--- config.mk ---
export PLATFORM = sky130hd
export DESIGN_NAME = jesd204b_adc_lane_emu
export DESIGN_NICKNAME = d
export VERILOG_FILES = /design/src/rtl/jesd204b_adc_lane_emu.sv
export SDC_FILE = /design/constraint.sdc
export NUM_CORES = 1
export LEC_CHECK = 0
export BUFFER_PORTS_ARGS = -buffer_cell sky130_fd_sc_hd__buf_4
export CAP_MARGIN = 5
export CORE_ASPECT_RATIO = 0.7
export CORE_MARGIN = 3
export CORE_UTILIZATION = 45
export CTS_CLUSTER_SIZE = 24
export DETAILED_ROUTE_END_ITERATION = 8
export GPL_ROUTABILITY_DRIVEN = 0
export PLACE_DENSITY = 0.65
export SETUP_SLACK_MARGIN = 0.4
export SYNTH_ARGS = -nofsm -noshare
export SYNTH_HDL_FRONTEND = slang
export SYNTH_SLANG_ARGS = --single-unit
--- constraint.sdc ---
create_clock -name clk -period 3.1 [get_ports clk]
set_input_delay 0.465 -clock clk [delete_from_list [all_inputs] [get_ports clk]]
set_output_delay 0.465 -clock clk [all_outputs]
set_load 0.005 [all_outputs]
--- src/rtl/jesd204b_adc_lane_emu.sv ---
// JESD204B converter-side lane transmitter (ADC emulator).
// CGS -> 4-multiframe ILAS -> scrambled/replaced I/Q data, LMFC aligned to SYSREF.
module jesd204b_adc_lane_emu #(
    parameter int          K_FRAMES     = 32,
    parameter int          SYNC_ERR_LEN = 5,
    parameter logic [14:0] SCR_SEED     = 15'h7FFF
) (
    input  logic        clk,
    input  logic        reset,
    input  logic        sysref,
    input  logic        sync_b,
    input  logic        scrambler_is_on,
    input  logic [15:0] tx_data_i,
    input  logic [15:0] tx_data_q,
    output logic [35:0] bus_link_layer,
    output logic [1:0]  state_out,
    output logic [4:0]  lmfc_cnt,
    output logic [7:0]  resync_cnt
);

    typedef enum logic [1:0] {
        CGS  = 2'd0,
        ILAS = 2'd1,
        DATA = 2'd2
    } state_t;

    localparam logic [4:0] KM1    = 5'(K_FRAMES - 1);
    localparam logic [7:0] ERR_M1 = 8'(SYNC_ERR_LEN - 1);

    state_t      state;
    state_t      state_nxt;
    logic        sysref_d;
    logic        sr_edge;
    logic [4:0]  lmfc_eff;
    logic [14:0] scr;
    logic [14:0] scr_nxt;
    logic        scr_en;
    logic [31:0] din;
    logic [31:0] sd;
    logic [4:0]  ilas_f;
    logic [1:0]  ilas_m;
    logic [7:0]  ramp;
    logic        ilas_last;
    logic [7:0]  prev3;
    logic [7:0]  low_cnt;
    logic        err;
    logic [35:0] frame;
    logic [7:0]  o3;

    assign din       = {tx_data_i, tx_data_q};
    assign sr_edge   = sysref & ~sysref_d;
    // An edge makes the current cycle frame 0 of the multiframe.
    assign lmfc_eff  = sr_edge ? 5'd0 : lmfc_cnt;
    assign err       = (state != CGS) && !sync_b && (low_cnt == ERR_M1);
    assign ilas_last = (ilas_m == 2'd3) && (ilas_f == KM1);
    assign state_out = state;

    // Self-synchronous 1+x^14+x^15 scrambler, MSB first over the frame.
    always_comb begin
        scr_nxt = scr;
        sd      = '0;
        for (int i = 31; i >= 0; i--) begin
            sd[i]   = din[i] ^ scr_nxt[13] ^ scr_nxt[14];
            scr_nxt = {scr_nxt[13:0], sd[i]};
        end
    end

    // Next-state decode and frame assembly for the registered output.
    always_comb begin
        state_nxt = state;
        frame     = '0;
        o3        = '0;
        unique case (state)
            CGS: begin
                frame = {32'hBCBC_BCBC, 4'hF};
                if (sync_b && lmfc_eff == KM1)
                    state_nxt = ILAS;
            end
            ILAS: begin
                frame = {ramp, ramp + 8'd1, ramp + 8'd2, ramp + 8'd3, 4'h0};
                if (ilas_f == 5'd0) begin
                    frame[35:28] = 8'h1C;
                    frame[3]     = 1'b1;
                end
                if (ilas_m == 2'd1 && ilas_f == 5'd0) begin
                    frame[27:20] = 8'h9C;
                    frame[2]     = 1'b1;
                end
                if (ilas_f == KM1) begin
                    frame[11:4] = 8'h7C;
                    frame[0]    = 1'b1;
                end
                if (ilas_last)
                    state_nxt = DATA;
            end
            DATA: begin
                frame[35:4] = scr_en ? sd : din;
                o3          = frame[11:4];
                if (scr_en) begin
                    if ((o3 == 8'h7C && lmfc_eff == KM1) ||
                        (o3 == 8'hFC && lmfc_eff != KM1))
                        frame[0] = 1'b1;
                end else if (o3 == prev3) begin
                    frame[11:4] = (lmfc_eff == KM1) ? 8'h7C : 8'hFC;
                    frame[0]    = 1'b1;
                end
            end
            default: state_nxt = CGS;
        endcase
        if (err)
            state_nxt = CGS;
    end

    // State register.
    always_ff @(posedge clk or posedge reset) begin
        if (reset)
            state <= CGS;
        else
            state <= state_nxt;
    end

    // LMFC counter with SYSREF edge realignment.
    always_ff @(posedge clk or posedge reset) begin
        if (reset) begin
            sysref_d <= 1'b0;
            lmfc_cnt <= '0;
        end else begin
            sysref_d <= sysref;
            if (sr_edge)
                lmfc_cnt <= 5'd1;
            else if (lmfc_cnt == KM1)
                lmfc_cnt <= '0;
            else
                lmfc_cnt <= lmfc_cnt + 5'd1;
        end
    end

    // Registered lane output.
    always_ff @(posedge clk or posedge reset) begin
        if (reset)
            bus_link_layer <= '0;
        else
            bus_link_layer <= frame;
    end

    // Scrambler state and enable; enable is captured only during CGS.
    always_ff @(posedge clk or posedge reset) begin
        if (reset) begin
            scr    <= SCR_SEED;
            scr_en <= 1'b0;
        end else begin
            if (state == CGS)
                scr_en <= scrambler_is_on;
            if (state == CGS || err)
                scr <= SCR_SEED;
            else if (state == DATA && scr_en)
                scr <= scr_nxt;
        end
    end

    // ILAS frame/multiframe position and octet ramp.
    always_ff @(posedge clk or posedge reset) begin
        if (reset) begin
            ilas_f <= '0;
            ilas_m <= '0;
            ramp   <= '0;
        end else if (state != ILAS || err) begin
            ilas_f <= '0;
            ilas_m <= '0;
            ramp   <= '0;
        end else begin
            ramp <= ramp + 8'd4;
            if (ilas_f == KM1) begin
                ilas_f <= '0;
                ilas_m <= ilas_m + 2'd1;
            end else begin
                ilas_f <= ilas_f + 5'd1;
            end
        end
    end

    // Previous pre-replacement octet3; zero ahead of the first data frame.
    always_ff @(posedge clk or posedge reset) begin
        if (reset)
            prev3 <= '0;
        else if (state != DATA)
            prev3 <= '0;
        else
            prev3 <= scr_en ? sd[7:0] : din[7:0];
    end

    // SYNC~ low run length and resync fallback counter.
    always_ff @(posedge clk or posedge reset) begin
        if (reset) begin
            low_cnt    <= '0;
            resync_cnt <= '0;
        end else begin
            if (state == CGS || sync_b || err)
                low_cnt <= '0;
            else
                low_cnt <= low_cnt + 8'd1;
            if (err && resync_cnt != 8'hFF)
                resync_cnt <= resync_cnt + 8'd1;
        end
    end

endmodule

==> impl_summary.md, run 1 <==
Routing
The detailed router finished its first iteration with 306 violations. After detailed routing, the number of remaining DRC violations is 0. The wire length per cell is 18.6 um. The detail route stage leaves a number of antenna-violating nets equal to 0. The via-per-instance ratio is 5.51.

The total length of routed wires is 15100 um. For this run, the detailed router's first-pass iteration total came to 6. The via count is 4471.

Critical path
The nature of the critical path endpoint is a flip-flop. The data arrival time of the critical path is 2.87 ns. The delay of the slowest cell on the worst path is 0.59 ns. The maximum fanout along the worst path is 4. Walking the worst path, the cells encountered are xnor3_2 > buf_4 > buf_4 > xor2_1 > xnor2_1 > nor2_1 > a21oi_1 > nand2_1 > a22o_1.

The data required time of the critical path is 3.34 ns. The startpoint type of the worst setup path is a flip-flop. The type of the worst setup path is flip-flop to flip-flop. The worst path buffer plus inverter count is 2. The most frequent cell on the critical path is buf_4. The family with the most delay on the worst path is XOR/XNOR gates. The largest individual stage delay along the critical path comes from the cell dfstp_2.

CTS
The clock tree from TritonCTS is yes. The tree built by TritonCTS fans out to 97 sinks. The insertion delay of the later-clocked pin in the worst-skew pair is 0.35 ns.

The library cell used as clock root buffer is clkbuf_16. The number of H-tree branching levels is 3. The longest clock path from root to sink contains 2 buffers. After clock tree synthesis, the clock-pin slew on the worst setup and hold paths is 0.07 ns. The TritonCTS buffer count is 9.

Timing
The number of max-slew violations in the final report came to 0. In the finished design, the share of the clock period the worst path needs comes to 0.848. At the pin with the least slew margin, the transition time is 0.571 ns.

Hold timing on the final database bottoms out at a slack of 0.173 ns. The final-report setup violation count is 0. The smallest clock period supported by the final layout is computed as 2.63 ns. In this run the tightest slew margin relative to its limit is 0.619. The total count of hold-check failures in the final report was 0.

The setup TNS is 0 ns. For the final database, setup skew stands at 0.00845 ns. Derived from the worst setup path, the maximum achievable clock frequency is 0.380 GHz. Setup repair after global routing left no endpoint under its margin.

Layout
The final standard cell count with taps included and fillers excluded is 812. Fill cells in the final layout number 1073. In the final layout, the share of cells above drive strength 1 is 0.220. In the layout the commonest cells are buf_4, xnor2_1, dfrtp_1. The area growth from synthesis to layout is 20.6%.

The final net count is 698. The cell area after layout is 6730 um^2. The count of antenna diodes in the layout is 0. The leading cell type in the layout, fill and taps excluded is buf_4.

Synth
In the post-synthesis netlist, the biggest area contributors are dfrtp_1, xnor2_1, dfstp_2. A synthesized cell averages 9.77 um^2. In this run, synthesis produced a sequential element count of 97. When the netlist entered floorplanning its net count stood at 619. The share of synthesized area occupied by flip-flops and latches is 0.438. The share of synthesized area in the top cell type comes to 0.368. Summing every instance area after synthesis gives 5580 um^2. Counting flops with an async set or reset pin after synthesis yields a share of 1.00. The number of warnings reported in the yosys synthesis log is 0.

Counting distinct cell types in the post-synthesis netlist gives 54. The largest area contributor in the synthesized netlist is dfrtp_1. In the synthesized netlist the dominant register cell turns out to be dfrtp_1.

In the synthesized netlist, the number of instances is 571. Counting flops with a built-in enable in the synthesized netlist gives 0.

Power
Summing internal, switching and leakage power gives 0.00717 W. The power per cell area is 1070 nW/um^2. IR analysis of the VDD net gives a maximum drop of 502 uV. The cell leakage power is 2.99 nW.

Global routing
The initial antenna violation count came to 0. The largest net degree at the start of global routing is 75. The global routing usage summed across all routing layers is 0.225. The global-route wire length before repair is 24400 um. After global routing the overflow that remains totals 0. The number of global-route vias before repair came to 4343.

Run status
The flow ran to the end, and the final reports show no timing, DRC or antenna violations.

Die
The die is 99.2 um tall. The die footprint is 13800 um^2. The overall die width is 139 um. The placeable core area is 11900 um^2. Pin placement for this block handled 88 I/O pins. The number of core rows is 33. The effective utilization at floorplan is 0.469.

Placement
The number of buffer cells added on primary ports is 87. Once placement finished, the instance area stood at 6400 um^2. The placed wire-length estimate is 11200 um.

The post-placement cell count is 793.

Worst hold path
The path class of the tightest hold or removal check is input port to async pin.

Run
Max-cap violations in this run came to 0.
-- logic make-up after synthesis --
logic type,share of synthesized area
and+or+nand+nor,0.152
xor gates and xnor gates,0.236
DFF,0.438
AOI/OAI and AO/OA,0.110
buffers and inverters,0.0332
adders and majority gates,0.0247
muxes,0.00561
-- metrics by stage --
stage / utilization / setup WS [ns]
2_1_floorplan: - / 0.567
3_3_place_gp: 0.539 / 0.422
3_5_place_dp: 0.539 / 0.348
4_1_cts: 0.565 / 0.448
5_1_grt: 0.566 / 0.406
6_report: 0.566 / 0.471
-- sequential cells by signal, summed over array words and instances, names as in the netlist, 5 cells and up --
| signal | count |
|---|---|
| scr | 15 |
| low_cnt | 8 |
| resync_cnt | 8 |
| bus_link_layer | 36 |
| ramp | 6 |
| ilas_f | 5 |
| lmfc_cnt | 5 |
| prev3 | 8 |
-- timing repair --
action	CTS	global route
setup endpoints to repair	3	7
pin swaps	1	2
buffers inserted	3	0
hold buffers	0	0
gates resized for setup	2	2
-- per-layer routing --
metal	part of all wire	vias to the layer above	wire length (um)	GRT usage
met1	0.46	2174	6990	0.339
met3	0.084	17	1280	0.0605
met2	0.44	202	6670	0.327
met4	0.012	0	178	0.0519
met5	0	-	0	0
li1	-	2078	-	-
-- cells in the mapped netlist (all sizes together) (5+ instances only) --
cell type  number
xnor2          87
dfrtp          82
nor2           58
nand2          51
xor2           39
clkbuf         28
a21oi          23
nand3          23
o21ai          23
dfstp          15
inv            13
o211ai         13
ha             11
a22oi          10
and3           10
nor3            9
nand2b          8
o22ai           8
buf             6
nand4           6
and2            5
xnor3           5
-- final cells by class --
cell class | instances | area, um^2 | area share
Timing Repair Buffer | 102 | 778 | 0.116
Clock buffer | 12 | 246 | 0.0366
Sequential cell | 97 | 2450 | 0.364
Clock inverter | 4 | 28.8 | 0.00428
Tap cell | 157 | 196 | 0.0292
Multi-Input combinational cell | 426 | 2980 | 0.442
Inverter | 14 | 56.3 | 0.00837
-- report_power, final --
part | switching, W | internal [W]
sequential | 0.000425 | 0.00177
clock | 0.000494 | 0.000567
combinational | 0.00209 | 0.00183
-- final timing paths --
check                              start  slack [ns]                  to  cells past startpoint
min                                reset        0.17  bus_link_layer[31]                      2
max                               scr[0]        0.47   bus_link_layer[7]                      9
min reg2reg                resync_cnt[6]        0.50       resync_cnt[6]                      1
min in group clk                  sysref        0.23            sysref_d                      1
max in group asynchronous          reset        2.14              scr[3]                      3
max reg2reg                       scr[0]        0.47   bus_link_layer[7]                      9
No activity file was read; power rests on OpenSTA's default activity.
==> run 2: changes to the inputs <==
--- a/config.mk
+++ b/config.mk
@@ -13,7 +13,7 @@
 export CTS_CLUSTER_SIZE = 24
 export DETAILED_ROUTE_END_ITERATION = 8
 export GPL_ROUTABILITY_DRIVEN = 0
-export PLACE_DENSITY = 0.65
+export PLACE_DENSITY = 0.63
 export SETUP_SLACK_MARGIN = 0.4
 export SYNTH_ARGS = -nofsm -noshare
 export SYNTH_HDL_FRONTEND = slang
==> constraint.sdc (replaced) <==
create_clock -name clk -period 2.7 [get_ports clk]
set_input_delay 0.405 -clock clk [delete_from_list [all_inputs] [get_ports clk]]
set_output_delay 0.405 -clock clk [all_outputs]
set_load 0.005 [all_outputs]
==> run 2 against run 1 <==
Effect of this change:
- clock skew is 0.0035 ns higher
- die area stayed put
- sequential power is 13% higher
- fmax is 9.6% higher
- utilization is 1.9 points higher
- setup slack worse by 0.17 ns
- flip-flop and latch count stayed put
- register-to-register slack worse by 0.17 ns
- critical endpoint is now bus_link_layer[4]
- non-clock buffer count is 10 higher
- combinational power is 23% higher
- via count is 1.6% higher
==> impl_summary.md, run 2 (synthesis gave the netlist of run 1 again) <==
Run status
The run finished with clean final reports.

Critical path
STA classifies the critical path startpoint as a flip-flop. For the worst setup path, the data required time is 2.90 ns. The startpoint of the lowest-slack register-to-register path is scr[0]. STA puts the critical path data arrival time at 2.60 ns.

The endpoint identified for the worst register-to-register timing path is bus_link_layer[4]. The maximum fanout along the worst path is 6. The setup slack of the worst register-to-register path is 0.30 ns. The worst reg-to-reg path cell count is 7. The nature of the critical path endpoint is a flip-flop.

The critical path ends at bus_link_layer[4]. The worst setup path is of the flip-flop to flip-flop kind. In this run the worst setup path begins at scr[0].

Timing
The total count of hold-check failures in the final report is 0. The final-report setup violation count is 0. The number of max-slew violations in the final report is 0.

Adding up every negative setup slack in the final design gives 0 ns. The worst path meets setup with 0.301 ns of slack. The ratio of final minimum period to clock period is 0.889. In this run the tightest slew margin relative to its limit is 0.624. Subtracting the final worst setup slack from the clock period gives 2.40 ns. The worst-case clock skew is 0.0119 ns.

Setup repair after global routing could not meet its margin everywhere. At the pin with the least slew margin, the transition time is 0.560 ns. For this run, the top clock speed supported by timing is 0.417 GHz.

Routing
The via-per-instance ratio is 5.53. The detailed router finished its first iteration with 430 violations. The via count is 4542. The iteration count of the initial detailed-routing pass is 6. In the routed design, unresolved DRC markers number 0. The wire length per cell is 18.4 um. The residual antenna-violating net count after detailed routing is 0.

The final layout contains routed wiring with a total length of 15200 um.

Global routing
The initial antenna violation count is 0. The global routing usage summed across all routing layers is 0.225. The total overflow left after global routing is 0. The number of global-route vias before repair was 4442. The largest net degree at the start of global routing is 98. The global-route wire length before repair is 24500 um.

CTS
The TritonCTS buffer count is 9. The insertion delay of the later-clocked pin in the worst-skew pair is 0.35 ns. The clock net sink count is 97. The tree is rooted in a clkbuf_16. TritonCTS built the clock tree.

The number of hold buffers added after cts is 0. The clock tree synthesis step divided the H-tree into 3 levels. In this run the deepest clock path goes through 2 buffers. Clock-pin slew was measured on the worst setup and hold paths at 0.07 ns.

Power
The cell leakage power is 3.10 nW. Total power for the finished layout comes to 0.00880 W. Power spread over the standard cell area amounts to 1260 nW/um^2. The peak supply drop is 579 uV.

Layout
Leaving out fill and tap cells, the most frequent cells in the layout are buf_4, xnor2_1, dfrtp_1. The largest registers in the layout are bus_link_layer (36), scr (15). In the final layout, the share of cells above drive strength 1 is 0.256.

Once layout is complete, the cells apart from fillers number 822. Ranked by flip-flop count, first place goes to bus_link_layer. The final net count is 708. The number of antenna diodes in the final layout is 0. The flip-flop count of the largest register, all copies and words added is 36.

The final core area utilization is 0.585. The leading cell type in the layout, fill and taps excluded is buf_4. The area growth from synthesis to layout is 24.7%.

Run
The count of maximum capacitance violations is 0.

Die
88 I/O pins were placed. The core region is 11900 um^2. The die is 139 um wide. Row generation in the floorplan step produced 33 rows.

The floorplan die height is 99.2 um. The effective utilization at floorplan is 0.469. The die covers 13800 um^2.

Worst hold path
In this run the worst hold path is classified as input port to flip-flop.

Placement
The number of buffer cells added on primary ports is 87. The placed wire-length estimate is 11100 um. Timing analysis after detailed placement gives a worst setup slack of 0.149 ns. Including well taps, the total number of placed cells is 796.
==> run 2: cell count changes in the layout (fill, tap and decap cells not counted), sizes merged <==
cell      delta
bufinv       +3
clkinvlp     -1
inv          +2
clkbuf       -3
clkinv       -1
buf         +10
==> run 2: critical path: stages, from the launching register on <==
cell and delay (ns):
dfstp_2 0.55, xnor3_2 0.46, xnor3_1 0.26, a22oi_2 0.15, o211ai_1 0.13, a22o_4 0.29, a211oi_4 0.28, o221ai_1 0.15
==> run 2: worst min-delay path by stage <==
stage	cells after the start	end	from
6_report	1	sysref_d	sysref
4_1_cts	1	sysref_d	sysref
3_5_place_dp	1	bus_link_layer[1]	state_out[1]
5_1_grt	1	sysref_d	sysref
2_1_floorplan	0	sysref_d	sysref
3_3_place_gp	1	bus_link_layer[1]	state_out[1]
==> run 2: metal layers <==
layer	global-route usage	vias to the layer above	routed length (um)
li1	-	2099	-
met1	0.334	2233	6980
met2	0.333	190	6710
met3	0.0572	20	1230
met4	0.0534	0	239
met5	0	-	0
==> run 2: power by group <==
group	internal [W]	switching (W)
Clock	0.000914	0.000573
Combinational	0.00228	0.00256
Sequential	0.00203	0.000444
Total	0.00522	0.00358
==> run 2: metrics by stage <==
stage / hold slack, ns / cell area [um^2]
detailed placement: 0.482 / 6440
CTS: 0.176 / 6880
finish: 0.181 / 6960
global placement: 0.480 / 6440
global route: 0.175 / 6960
floorplan: 0.436 / 5600
==> run 2: layout make-up <==
class | instances | area (um^2)
clock buffers | 9 | 225
clock inverters | 7 | 124
fillers | 1028 | 4930
inverters | 14 | 56.3
multi-input cells | 426 | 3060
flip-flops and latches | 97 | 2450
well taps | 157 | 196
repair buffers | 112 | 853
==> run 2: repair_timing <==
action                     4_1_cts  5_1_grt
buffers inserted                 5        5
resized for setup               11        8
pin swaps                       10        5
setup endpoints to repair       16       18
